File: src/rtl/sc_spil_arb.sv
// sc_spil_arb: round-robin arbiter sharing one SPI Lite engine between
// NUM_OF_REQ requesters. Sequences start / wait / respond per word and keeps
// the grant plus chip select for multi-word bursts until the LAST word.
module sc_spil_arb #(
  parameter int NUM_OF_REQ = 4,
  parameter int TIMEOUT    = 4096
) (
  input  logic                     SYSCLK,
  input  logic                     SYSRSTB,
  input  logic [NUM_OF_REQ-1:0]    REQ_VALID,
  output logic [NUM_OF_REQ-1:0]    REQ_READY,
  input  logic [NUM_OF_REQ*5-1:0]  REQ_CSSEL,
  input  logic [NUM_OF_REQ*9-1:0]  REQ_DWIDTH,
  input  logic [NUM_OF_REQ*32-1:0] REQ_TXDATA,
  input  logic [NUM_OF_REQ-1:0]    REQ_LAST,
  output logic [NUM_OF_REQ-1:0]    RSP_VALID,
  output logic [31:0]              RSP_RXDATA,
  output logic                     RSP_ERR,
  output logic [NUM_OF_REQ-1:0]    GRANT,
  output logic [4:0]               CSSEL,
  output logic [8:0]               DWIDTH,
  output logic [31:0]              TXDATA,
  output logic                     CSEXTEND,
  output logic                     TXSTART,
  input  logic                     SPIBUSY,
  input  logic                     SPICOMPLETE,
  input  logic [31:0]              RXDATA
);
  localparam int PW = (NUM_OF_REQ > 1) ? $clog2(NUM_OF_REQ) : 1;
  localparam int CW = (TIMEOUT > 1) ? $clog2(TIMEOUT) : 1;

  typedef enum logic [2:0] {S_IDLE, S_START, S_WAIT, S_RESP, S_LOCK} state_t;

  typedef struct packed {
    logic [4:0]  cssel;
    logic [8:0]  dwidth;
    logic [31:0] txdata;
    logic        last;
  } req_t;

  state_t                        r_state;
  logic [PW-1:0]                 r_ptr;
  logic [PW-1:0]                 r_own;
  logic [CW-1:0]                 r_cnt;
  logic [NUM_OF_REQ-1:0]         r_grant;
  logic [NUM_OF_REQ-1:0]         r_ready;
  logic [NUM_OF_REQ-1:0]         r_rsp_vld;
  logic                          r_rsp_err;
  logic [31:0]                   r_rsp_rx;
  logic [4:0]                    r_cssel;
  logic [8:0]                    r_dwidth;
  logic [31:0]                   r_txdata;
  logic                          r_last;
  logic                          r_csext;
  logic                          r_txstart;

  req_t [NUM_OF_REQ-1:0]         w_req;
  logic [NUM_OF_REQ-1:0]         w_ge_ptr;
  logic [PW-1:0][NUM_OF_REQ-1:0] w_enc;
  logic [NUM_OF_REQ-1:0]         w_hi;
  logic [NUM_OF_REQ-1:0]         w_pick;
  logic [NUM_OF_REQ-1:0]         w_oh;
  logic [PW-1:0]                 w_win;
  req_t                          w_win_req;
  req_t                          w_own_req;
  logic                          w_own_vld;
  logic [PW-1:0]                 w_ptr_nxt;

  // Per-requester field unpacking, pointer mask and one-hot->index encode table.
  for (genvar g = 0; g < NUM_OF_REQ; g++) begin : g_req
    assign w_req[g]    = {REQ_CSSEL[g*5 +: 5], REQ_DWIDTH[g*9 +: 9],
                          REQ_TXDATA[g*32 +: 32], REQ_LAST[g]};
    assign w_ge_ptr[g] = (PW'(g) >= r_ptr);
    for (genvar b = 0; b < PW; b++) begin : g_bit
      assign w_enc[b][g] = 1'(((g >> b) & 1));
    end
  end

  // Round robin: lowest valid at/after PTR, else wrap to lowest valid overall.
  assign w_hi   = REQ_VALID & w_ge_ptr;
  assign w_pick = (|w_hi) ? w_hi : REQ_VALID;
  assign w_oh   = w_pick & (~w_pick + NUM_OF_REQ'(1));
  for (genvar b = 0; b < PW; b++) begin : g_win
    assign w_win[b] = |(w_oh & w_enc[b]);
  end

  assign w_win_req = w_req[w_win];
  assign w_own_req = w_req[r_own];
  assign w_own_vld = |(REQ_VALID & r_grant);
  assign w_ptr_nxt = (r_own == PW'(NUM_OF_REQ - 1)) ? '0 : r_own + PW'(1);

  // Main sequencer: arbitration, engine start, completion/timeout, response, burst lock.
  always_ff @(posedge SYSCLK) begin
    if (!SYSRSTB) begin
      r_state   <= S_IDLE;
      r_ptr     <= '0;
      r_own     <= '0;
      r_cnt     <= '0;
      r_grant   <= '0;
      r_ready   <= '0;
      r_rsp_vld <= '0;
      r_rsp_err <= 1'b0;
      r_rsp_rx  <= '0;
      r_cssel   <= '0;
      r_dwidth  <= '0;
      r_txdata  <= '0;
      r_last    <= 1'b0;
      r_csext   <= 1'b0;
      r_txstart <= 1'b0;
    end else begin
      r_ready   <= '0;
      r_rsp_vld <= '0;
      r_txstart <= 1'b0;
      unique case (r_state)
        S_IDLE: begin
          if (|REQ_VALID) begin
            r_own    <= w_win;
            r_grant  <= w_oh;
            r_ready  <= w_oh;
            r_cssel  <= w_win_req.cssel;
            r_dwidth <= w_win_req.dwidth;
            r_txdata <= w_win_req.txdata;
            r_last   <= w_win_req.last;
            r_csext  <= ~w_win_req.last;
            r_state  <= S_START;
          end
        end
        S_START: begin
          if (!SPIBUSY) begin
            r_txstart <= 1'b1;
            r_cnt     <= '0;
            r_state   <= S_WAIT;
          end
        end
        S_WAIT: begin
          if (SPICOMPLETE) begin
            r_rsp_rx  <= RXDATA;
            r_rsp_err <= 1'b0;
            r_rsp_vld <= r_grant;
            r_state   <= S_RESP;
          end else if (r_cnt == CW'(TIMEOUT - 1)) begin
            // Abort: drop CS and end the burst so the grant is released.
            r_rsp_rx  <= '0;
            r_rsp_err <= 1'b1;
            r_csext   <= 1'b0;
            r_last    <= 1'b1;
            r_rsp_vld <= r_grant;
            r_state   <= S_RESP;
          end else begin
            r_cnt <= r_cnt + CW'(1);
          end
        end
        S_RESP, S_LOCK: begin
          if (r_state == S_RESP && r_last) begin
            r_grant <= '0;
            r_csext <= 1'b0;
            r_ptr   <= w_ptr_nxt;
            r_state <= S_IDLE;
          end else if (w_own_vld) begin
            // Next burst word; CSSEL stays at the burst's original target.
            r_ready  <= r_grant;
            r_dwidth <= w_own_req.dwidth;
            r_txdata <= w_own_req.txdata;
            r_last   <= w_own_req.last;
            r_csext  <= ~w_own_req.last;
            r_state  <= S_START;
          end else begin
            r_state <= S_LOCK;
          end
        end
        default: r_state <= S_IDLE;
      endcase
    end
  end

  assign REQ_READY  = r_ready;
  assign RSP_VALID  = r_rsp_vld;
  assign RSP_RXDATA = r_rsp_rx;
  assign RSP_ERR    = r_rsp_err;
  assign GRANT      = r_grant;
  assign CSSEL      = r_cssel;
  assign DWIDTH     = r_dwidth;
  assign TXDATA     = r_txdata;
  assign CSEXTEND   = r_csext;
  assign TXSTART    = r_txstart;

endmodule
File: config.mk
export PLATFORM = sky130hd
export DESIGN_NAME = sc_spil_arb
export DESIGN_NICKNAME = d
export VERILOG_FILES = /design/src/rtl/sc_spil_arb.sv
export SDC_FILE = /design/constraint.sdc
export NUM_CORES = 1
export LEC_CHECK = 0
export CAP_MARGIN = 10
export CORE_MARGIN = 2
export CORE_UTILIZATION = 30
export DETAILED_ROUTE_END_ITERATION = 6
export SLEW_MARGIN = 25
export SYNTH_ARGS = -nofsm -noshare
export SYNTH_HDL_FRONTEND = slang
export SYNTH_SLANG_ARGS = --single-unit
File: constraint.sdc
create_clock -name SYSCLK -period 2.7 [get_ports SYSCLK]
set_input_delay 0.54 -clock SYSCLK [delete_from_list [all_inputs] [get_ports SYSCLK]]
set_output_delay 0.54 -clock SYSCLK [all_outputs]
set_load 0.02 [all_outputs]
# Yosys cells after proc, flatten, opt, wreduce, memory -nomap -nowiden
# Index checks and enable logic that the tools add are counted.
op_classes:
  n_addsub: 3
  n_lt_le_gt_ge: 6
  eq_ne: 16
  muxes: 50
  bitwise: 6
  n_reduce_logical: 23
op_table:
  columns: ["op", "count"]
  rows:
  - ["$bmux W47 S2", 2]
  - ["$mux W32", 5]
  - ["$pmux W32 S2", 1]
  - ["$mux W47", 1]
  - ["$mux W42", 1]
  - ["$mux W12", 3]
  - ["$mux W4", 8]
  - ["$mux W9", 3]
  - ["$pmux W12 S2", 1]
  - ["$mux W3", 6]
  - ["$pmux W9 S2", 1]
  - ["$ne A2 B2 Y1 const B", 8]
  - ["$pmux W4 S2", 2]
  - ["$add A12 B1 Y12 const B", 1]
  - ["$and A4 B4 Y4", 3]
  - ["$eq A12 B12 Y1 const B", 1]
  - ["$mux W1", 12]
  - ["$pmux W3 S4", 1]
  - ["$reduce_or A4 Y1", 3]
  - ["$reduce_and A2 Y1", 5]
  - ["$reduce_and A4 Y1", 2]
  - ["$eq A3 B2 Y1 const B", 2]
  - ["$lt A2 B3 Y1 const B", 2]
  - ["$ne A3 B3 Y1 const B", 2]
  - ["19 further kinds", 28]
word_totals:
  reg_bits: 113
  output_inout_bits: 93
  wordCells: 119

# Depth between registers and ports, before layout
# Gate-level depths: netlist of the first run.
depth:
  ltp_word: 13
  ltp_mapped: 10
  ltp_nobuf: 8

# Least setup slack after synthesis of the first run
# OpenSTA, ideal clock, no wires.
synth_timing:
  kind: "in2reg"
  from: "input port REQ_VALID[1]"
  to: "register r_dwidth[8], in the netlist DWIDTH[8]"
  t_arrival_ns: 2.125
  required_time_ns: 2.630
  path_slack_ns: 0.505
  stages: 10
  path_cell_list: "buf_2 nor2b_4 a221o_2 and2_4 buf_6 buf_12 mux2i_1 a211oi_1 a21oi_1 a21oi_1"
synth_between:
  elab_chain_len: 11
synth_rtl:
  columns: ["element", "line_no", "text"]
  rows:
  - ["start, declared", "10", "input logic [NUM_OF_REQ-1:0] REQ_VALID,"]
  - ["$and A4 B4 Y4", "80", "assign w_hi = REQ_VALID & w_ge_ptr;"]
  - ["$reduce_or A4 Y1", "81", "assign w_pick = (|w_hi) ? w_hi : REQ_VALID;"]
  - ["$mux W4", "81", null]
  - ["$not A4 Y4", "82", "assign w_oh = w_pick & (~w_pick + NUM_OF_REQ'(1));"]
  - ["$add A4 B1 Y4", "82", null]
  - ["$and A4 B4 Y4", "82", null]
  - ["$reduce_or A2 Y1", "84", "assign w_win[b] = |(w_oh & w_enc[b]);"]
  - ["$bmux W47 S2", "87", "assign w_win_req = w_req[w_win];"]
  - ["$mux W47 (not written as such)", "87", null]
  - ["$mux W9", "116", "if (|REQ_VALID) begin"]
  - ["$pmux W9 S2", "114", "unique case (r_state)"]
  - ["end signal, assigned", "121", "r_dwidth <= w_win_req.dwidth;"]
  - ["end signal, assigned", "162", "r_dwidth <= w_own_req.dwidth;"]
  - ["end, declared", "51", "logic [8:0] r_dwidth;"]
# Several ways; a longest one is shown, not always the timed one. The select of a mux whose other input is x is not followed.
# A chain may end at the register's enable or synchronous reset.

# Worst setup path in the final report of the first run
layout_timing:
  from: "input port REQ_VALID[2]"
  to: "register r_cssel[1], in the netlist CSSEL[1]"
layout_between:
  elab_chain_len: 9
layout_rtl:
  columns: ["element", "line_no", "text"]
  rows:
  - ["$and A4 B4 Y4", "80", null]
  - ["$reduce_or A4 Y1", "81", null]
  - ["$mux W4", "81", null]
  - ["$not A4 Y4", "82", null]
  - ["$add A4 B1 Y4", "82", null]
  - ["$and A4 B4 Y4", "82", null]
  - ["$reduce_or A2 Y1", "84", null]
  - ["$bmux W47 S2", "87", null]
  - ["$mux W47 (not written as such)", "87", null]
  - ["end signal, assigned", "120", "r_cssel <= w_win_req.cssel;"]
  - ["end, declared", "50", "logic [4:0] r_cssel;"]
# Several ways; a longest one is shown, not always the timed one. The select of a mux whose other input is x is not followed.

==> run metrics, run 1 <==
final-report hold violation count=0; number of hold-repair buffers added at the cts stage=0; Synth Area in Adders=0.343%; number of synthesis warnings=0; GR peak layer=met2; relative slew slack=between 40% and 50%; clock latency on the worst-skew pair=approximately 420 ps; number of top-level pins=approximately 320; Setup Fix Bufs, Post-CTS=0; Port Buf Inserts=320; number of nets at the end of the flow=about 1300; GR met3 Demand/Resource=just over 5%; diode insertion count for antenna repair=0; vias per cell=around 5.3; total number of placement rows=57; Worst Path Class, Setup=in -> reg; critical path's top delay family=buffers and inverters; IR Drop Worst-Case VDD=about 0.00034 V; number of antenna violations at the first check in global routing=0; Mapped Area=between 7000 and 8000 um2; vertical die dimension=between 150 and 200 um; total number of vias=about 7600; GRT Residual Overflow=0; met1 track demand over resource in global routing=between 20% and 30%; ratio of final minimum period to clock period=between 80% and 90%; flop-to-flop setup slack=460 ps; worst path cell trace=clkdlybuf4s50_1 > nor2b_4 > a221o_2 > buf_4 > and3_1 > a211oi_1 > a311oi_1 > a21oi_1 > nor2b_1; kind of end point of the critical path=flip-flop; DRC viols=0; Final Wtd Congestion=just over 0.8; number of nets with antenna violations after detailed routing=0; CP required=3050 ps; Core Area=24100 um2; global-route wire length before repair=42.6 mm; number of H-tree levels=4; pin count of the biggest net entering global routing=52; unrepaired setup endpoints after global routing=no; min cycle time layout=around 2300 ps; number of enable-type register cells in the synthesized netlist=0; Pre-antenna DRT Iters=6; CP max FO=39; total wire length after detailed routing=27.2 mm; library cell used as clock root buffer=sky130_fd_sc_hd__clkbuf_16; post-synthesis simple-gate area fraction=15.2%; flop and latch count out of synthesis=between 100 and 150; Avg WL per Cell=19.0 um; global-route track usage on met2=around 37%; fill cell instance count of the final layout=between 2000 and 2500; total power draw=between 6 and 7 mW; relative area change from synthesis to final layout=58.3%; LEAKAGE=4.09 nW; Post-Route Setup TNS=0 ps; synthesized area per cell=slightly above 9 um2; total CTS buffers=17; clk sink count=approximately 110; largest incremental delay on the critical path=between 500 and 600 ps; proportion of register bits with asynchronous set or reset after synthesis=0%; highest achievable clock rate=427 MHz; layout cells sized above 1=a little under an eighth; Crit path arrival time=roughly 2700 ps; width of the die=approximately 160 um; setup-violating endpoint count in the final report=0; number of buffer and inverter stages on the critical path=2; combinational family with the most area after synthesis=compound AO/OA/AOI/OAI gates; global-route usage over all layers=between 20% and 30%; portion of netlist area occupied by mux cells=18.7%; slew at the pin closest to its max-slew limit=847 ps; top flip-flop cell by instance count after synthesis=sky130_fd_sc_hd__dfxtp_1; share of the yosys chip area belonging to registers=a little under a third; number of global-route vias before repair=between 7000 and 8000; estimated wirelength of the detail-placed design=20.1 mm; Net Count, Synth=about 1000; type of the most critical hold path=in -> reg; Starting Density=a little under a third; outcome=finished, final reports clean; post-CTS clock slew at the launch and capture registers of the worst setup and hold paths=60 ps; CTS tree=done; count of different cell masters after synthesis=57; areal power density over the cells=~540 nW/um2; startpoint kind of the worst setup timing path=input pin; Syn Inst Count=roughly 800; maximum clock insertion buffer count=2; Final Skew=about 12 ps; full die area=25600 um2; total of max-cap violations=0; compound-cell area share of the yosys netlist=a little over a quarter; xor/xnor cell area share of the yosys netlist=approximately 1.2%; number of cells upsized or downsized after cts=0; violation count after the first detailed-routing iteration=~330; number of pins exceeding their max-slew limit in the final report=0; Slowest cell on crit path=sky130_fd_sc_hd__clkdlybuf4s50_1
[cells in the mapped netlist (all sizes together) (3+ instances only)]
library cell / instances / share of area (%)
a311oi: 5 / 0.60
mux4: 42 / 13
dfxtp: 113 / 31
clkbuf: 37 / 1.9
buf: 47 / 4.5
and3: 55 / 4.7
a21oi: 103 / 7.1
and4: 5 / 0.60
a211oi: 89 / 9.2
nand4: 3 / 0.26
and2: 3 / 0.29
nor2b: 46 / 4.0
nor3: 3 / 0.34
xor2: 5 / 0.60
a21boi: 7 / 0.77
nand2: 41 / 2.2
o21ai: 54 / 3.8
nor2: 27 / 1.4
mux2i: 42 / 5.8
a22oi: 32 / 3.3
inv: 4 / 0.21
nand3: 5 / 0.34
xnor2: 5 / 0.60
[where the power goes]
part / switching (mW) / internal, mW
clock: 0.893 / 1.47
sequential: 0.129 / 1.83
combinational: 0.919 / 1.02
total: 1.94 / 4.31
[area by class of cell]
class | count | area [um2] | area share (%)
multi-input cells | 600 | 4570 | 39.6
repair buffers | 358 | 3670 | 31.8
flip-flops and latches | 113 | 2270 | 19.6
clock buffers | 18 | 429 | 3.72
well taps | 324 | 405 | 3.51
clock inverters | 14 | 180 | 1.56
inverters | 5 | 18.8 | 0.163
[sequential cells by signal, summed over array words and instances (netlist names)]
register	count
CSEXTEND	1
CSSEL	5
DWIDTH	9
GRANT	4
REQ_READY	4
RSP_ERR	1
RSP_RXDATA	32
RSP_VALID	4
TXDATA	32
TXSTART	1
r_cnt	12
r_last	1
r_own	2
r_ptr	2
r_state	3
[placed cells by master, fill, tap and decap left out, drive strengths merged, types with 7 or more instances in the layout]
master / Yosys / layout
clkdlybuf4s50: 0 / 319
dfxtp: 113 / 113
a21oi: 103 / 103
a211oi: 89 / 89
and3: 55 / 55
o21ai: 54 / 54
nor2b: 46 / 46
mux4: 42 / 42
mux2i: 42 / 42
nand2: 41 / 41
buf: 47 / 39
a22oi: 32 / 32
nor2: 27 / 27
clkbuf: 37 / 18
inv: 4 / 8
a21boi: 7 / 7
clkinv: 1 / 7
[path summary, 6_finish.rpt]
kind,from,to,cells after the start
worst max-delay path,REQ_VALID[2],CSSEL[1],9
worst max register to register,r_ptr[1],CSSEL[1],8
worst min-delay path,SYSRSTB,RSP_RXDATA[2],2
worst min register to register,r_last,r_last,2
[per-stage QoR]
| stage | utilization [%] | worst slack [ps] | hold slack, ps | cells | cell area [um2] |
|---|---|---|---|---|---|
| 6_report | 47.9 | 356 | 468 | 1432 | 11500 |
| 5_1_grt | 47.9 | 244 | 456 | 1432 | 11500 |
| 4_1_cts | 47.9 | 384 | 445 | 1432 | 11500 |
| 3_5_place_dp | 45.4 | -44.9 | 487 | 1400 | 10900 |
| 3_3_place_gp | 45.4 | -1.73 | 484 | 1400 | 10900 |
| 2_1_floorplan | - | 505 | 456 | 802 | 7290 |
[metal layers]
layer,share of wire [%],vias up
met5,0,-
met4,1.7,0
met3,5.6,28
met2,50,269
met1,43,3619
li1,-,3678
[cells by family after synthesis]
logic type / after synthesis
compound gates: 306
simple gates: 198
flops: 113
buf+inv: 89
mux: 84
xor+xnor: 10
fa+ha+maj: 2
(Power assumes the default switching activity.)
==> run 2, diff against run 1 <==
--- a/config.mk
+++ b/config.mk
@@ -6,9 +6,12 @@
 export NUM_CORES = 1
 export LEC_CHECK = 0
 export CAP_MARGIN = 10
+export CELL_PAD_IN_SITES_DETAIL_PLACEMENT = 1
+export CELL_PAD_IN_SITES_GLOBAL_PLACEMENT = 1
 export CORE_MARGIN = 2
 export CORE_UTILIZATION = 30
 export DETAILED_ROUTE_END_ITERATION = 6
+export PLACE_DENSITY_LB_ADDON = 0.1
 export SLEW_MARGIN = 25
 export SYNTH_ARGS = -nofsm -noshare
 export SYNTH_HDL_FRONTEND = slang
==> run 2 against run 1 <==
  * Critical endpoint is now CSSEL[4]
  * Maximum frequency is 0.94% lower
  * Sequential share of layout area shrank 0.24 points
  * Via count is 2.9% higher
  * Clock skew increased by 4.0 ps
  * Clock-buffer cell count down 1
  * Core utilization grew 0.60 points
  * Combinational power increased by 4%
  * Clock power is 3% lower
  * Wire length up 8.6%
  * Largest power group unchanged
==> run metrics, run 2 (same netlist as run 1, synthesis figures left out) <==
outcome=finished, final reports clean (unchanged); width of the die=160 um (unchanged); total of max-cap violations=0 (unchanged); Hold EP=r_cnt[1] (was RSP_RXDATA[2]); number of H-tree levels=4 (unchanged); GR met3 Demand/Resource=5.97% (was 5.09%); Starting Density=30.3% (unchanged); Hold Startpoint=r_cnt[1] (was SYSRSTB); number of antenna violations at the first check in global routing=1 (was 0); LEAKAGE=4.19 nW (was 4.09 nW); GRT Residual Overflow=0 (unchanged); IR Drop Worst-Case VDD=0.000324 V (was 0.000343 V); Post-Route Setup TNS=0 ps (unchanged); relative slew slack=35.8% (was 43.0%); met1 track demand over resource in global routing=27.1% (was 25.1%); number of nets at the end of the flow=1350 (was 1325); Cells after DPL=1425 (was 1400); layout cells sized above 1=13.7% (was 11.6%); total CTS buffers=17 (unchanged); vias per cell=5.36 (was 5.30); Avg WL per Cell=20.3 um (was 19.0 um); number of pins exceeding their max-slew limit in the final report=0 (unchanged); DP Worst Slack=-92.8 ps (was -44.9 ps); post-CTS clock slew at the launch and capture registers of the worst setup and hold paths=60 ps (about the same); total number of vias=7815 (was 7594); flop-to-flop setup slack=410 ps (was 460 ps); source of the worst register-to-register timing path=r_ptr[1] (unchanged); non-filler cells, final=1458 (was 1432); Final Skew=15.7 ps (was 11.7 ps); estimated wirelength of the detail-placed design=22.8 mm (was 20.1 mm); Critical path origin=REQ_VALID[0] (was REQ_VALID[2]); final-report hold violation count=0 (unchanged); number of top-level pins=321 (unchanged); GR peak layer=met2 (unchanged); kind of end point of the critical path=flip-flop (unchanged); Fin Hold WS=503 ps (was 468 ps); maximum clock insertion buffer count=2 (unchanged); Setup Fix Bufs, Post-CTS=0 (unchanged); number of cells upsized or downsized after cts=0 (unchanged); CTS tree=done (unchanged); ratio of final minimum period to clock period=87.6% (was 86.8%); CP required=3050 ps (about the same); violation count after the first detailed-routing iteration=304 (was 328); unrepaired setup endpoints after global routing=no (unchanged); min cycle time layout=2370 ps (was 2340 ps); Pre-antenna DRT Iters=4 (was 6); instance area at placement=11100 um2 (was 10900 um2); relative area change from synthesis to final layout=60.2% (was 58.3%); post-route cell area=11700 um2 (was 11500 um2); total wire length after detailed routing=29.6 mm (was 27.2 mm); number of global-route vias before repair=8381 (was 7744); number of hold-repair buffers added at the cts stage=0 (unchanged); type of the most critical hold path=reg -> reg (was in -> reg); Crit path arrival time=2720 ps (was 2690 ps); pin count of the biggest net entering global routing=36 (was 52); setup-violating endpoint count in the final report=0 (unchanged); Port Buf Inserts=320 (unchanged); fill cell instance count of the final layout=2790 (was 2322); total power draw=6.24 mW (was 6.25 mW); highest achievable clock rate=423 MHz (was 427 MHz); number of cell instances on the worst register-to-register path=8 (unchanged); global-route track usage on met2=40.9% (was 37.0%); full die area=25600 um2 (unchanged); most common cell after layout, fill and taps aside=sky130_fd_sc_hd__clkdlybuf4s50_1 (unchanged); CP max FO=24 (was 39); number of instances on the worst hold path=2 (unchanged); library cell used as clock root buffer=sky130_fd_sc_hd__clkbuf_16 (unchanged); total number of placement rows=57 (unchanged); global-route usage over all layers=23.2% (was 20.9%); DRC viols=0 (unchanged); most used cells in the layout excluding fill and tap cells=319 x sky130_fd_sc_hd__clkdlybuf4s50_1, 111 x sky130_fd_sc_hd__dfxtp_1, 103 x sky130_fd_sc_hd__a21oi_1, 89 x sky130_fd_sc_hd__a211oi_1, 55 x sky130_fd_sc_hd__and3_1 (unchanged); final core utilization=48.5% (was 47.9%); clock latency on the worst-skew pair=420 ps (about the same); clk sink count=113 (unchanged); Worst Path Class, Setup=in -> reg (unchanged); Final Wtd Congestion=0.814 (was 0.818); number of nets with antenna violations after detailed routing=0 (unchanged); areal power density over the cells=534 nW/um2 (was 542 nW/um2); R2R Path End=TXDATA[22] (was CSSEL[1]); slew at the pin closest to its max-slew limit=959 ps (was 847 ps); global-route wire length before repair=47.0 mm (was 42.6 mm); vertical die dimension=160 um (unchanged); startpoint kind of the worst setup timing path=input pin (unchanged); fin worst setup slack=334 ps (was 356 ps); Core Area=24100 um2 (unchanged)
run 2: critical path, cell delays in order:
cell,delay [ps]
sky130_fd_sc_hd__clkdlybuf4s50_1,420
sky130_fd_sc_hd__buf_4,170
sky130_fd_sc_hd__nor2b_1,140
sky130_fd_sc_hd__a21o_1,190
sky130_fd_sc_hd__a221oi_4,260
sky130_fd_sc_hd__buf_12,230
sky130_fd_sc_hd__buf_4,180
sky130_fd_sc_hd__a211oi_1,60
sky130_fd_sc_hd__a311oi_1,300
sky130_fd_sc_hd__a21oi_1,70
sky130_fd_sc_hd__nor2b_1,120
run 2: worst max-delay path by stage:
stage	end	slack, ps	cells past startpoint
floorplan	DWIDTH[8]	510	10
CTS	CSSEL[4]	330	11
global route	CSSEL[4]	160	11
finish	CSSEL[4]	330	11
detailed placement	CSSEL[4]	-90	11
global placement	CSSEL[1]	-60	11
run 2: report_power, final:
group	internal (mW)	switching [mW]	total, mW
Sequential	1.83	0.114	1.94
Clock	1.31	0.980	2.29
Combinational	1.05	0.963	2.01
run 2: layout make-up:
cell class / instances / area [um2] / share of cell area (%)
clock buffers: 17 / 425 / 3.64
inverters: 5 / 18.8 / 0.161
diodes: 1 / 2.50 / 0.0214
repair buffers: 383 / 3830 / 32.8
clock inverters: 15 / 163 / 1.39
flip-flops and latches: 113 / 2270 / 19.4
well taps: 324 / 405 / 3.47
multi-input cells: 600 / 4570 / 39.1
run 2: per-layer routing:
| metal | vias up | routed length, um |
|---|---|---|
| li1 | 3719 | - |
| met1 | 3797 | 11900 |
| met2 | 249 | 14900 |
| met3 | 50 | 1860 |
| met4 | 0 | 915 |
| met5 | - | 0 |
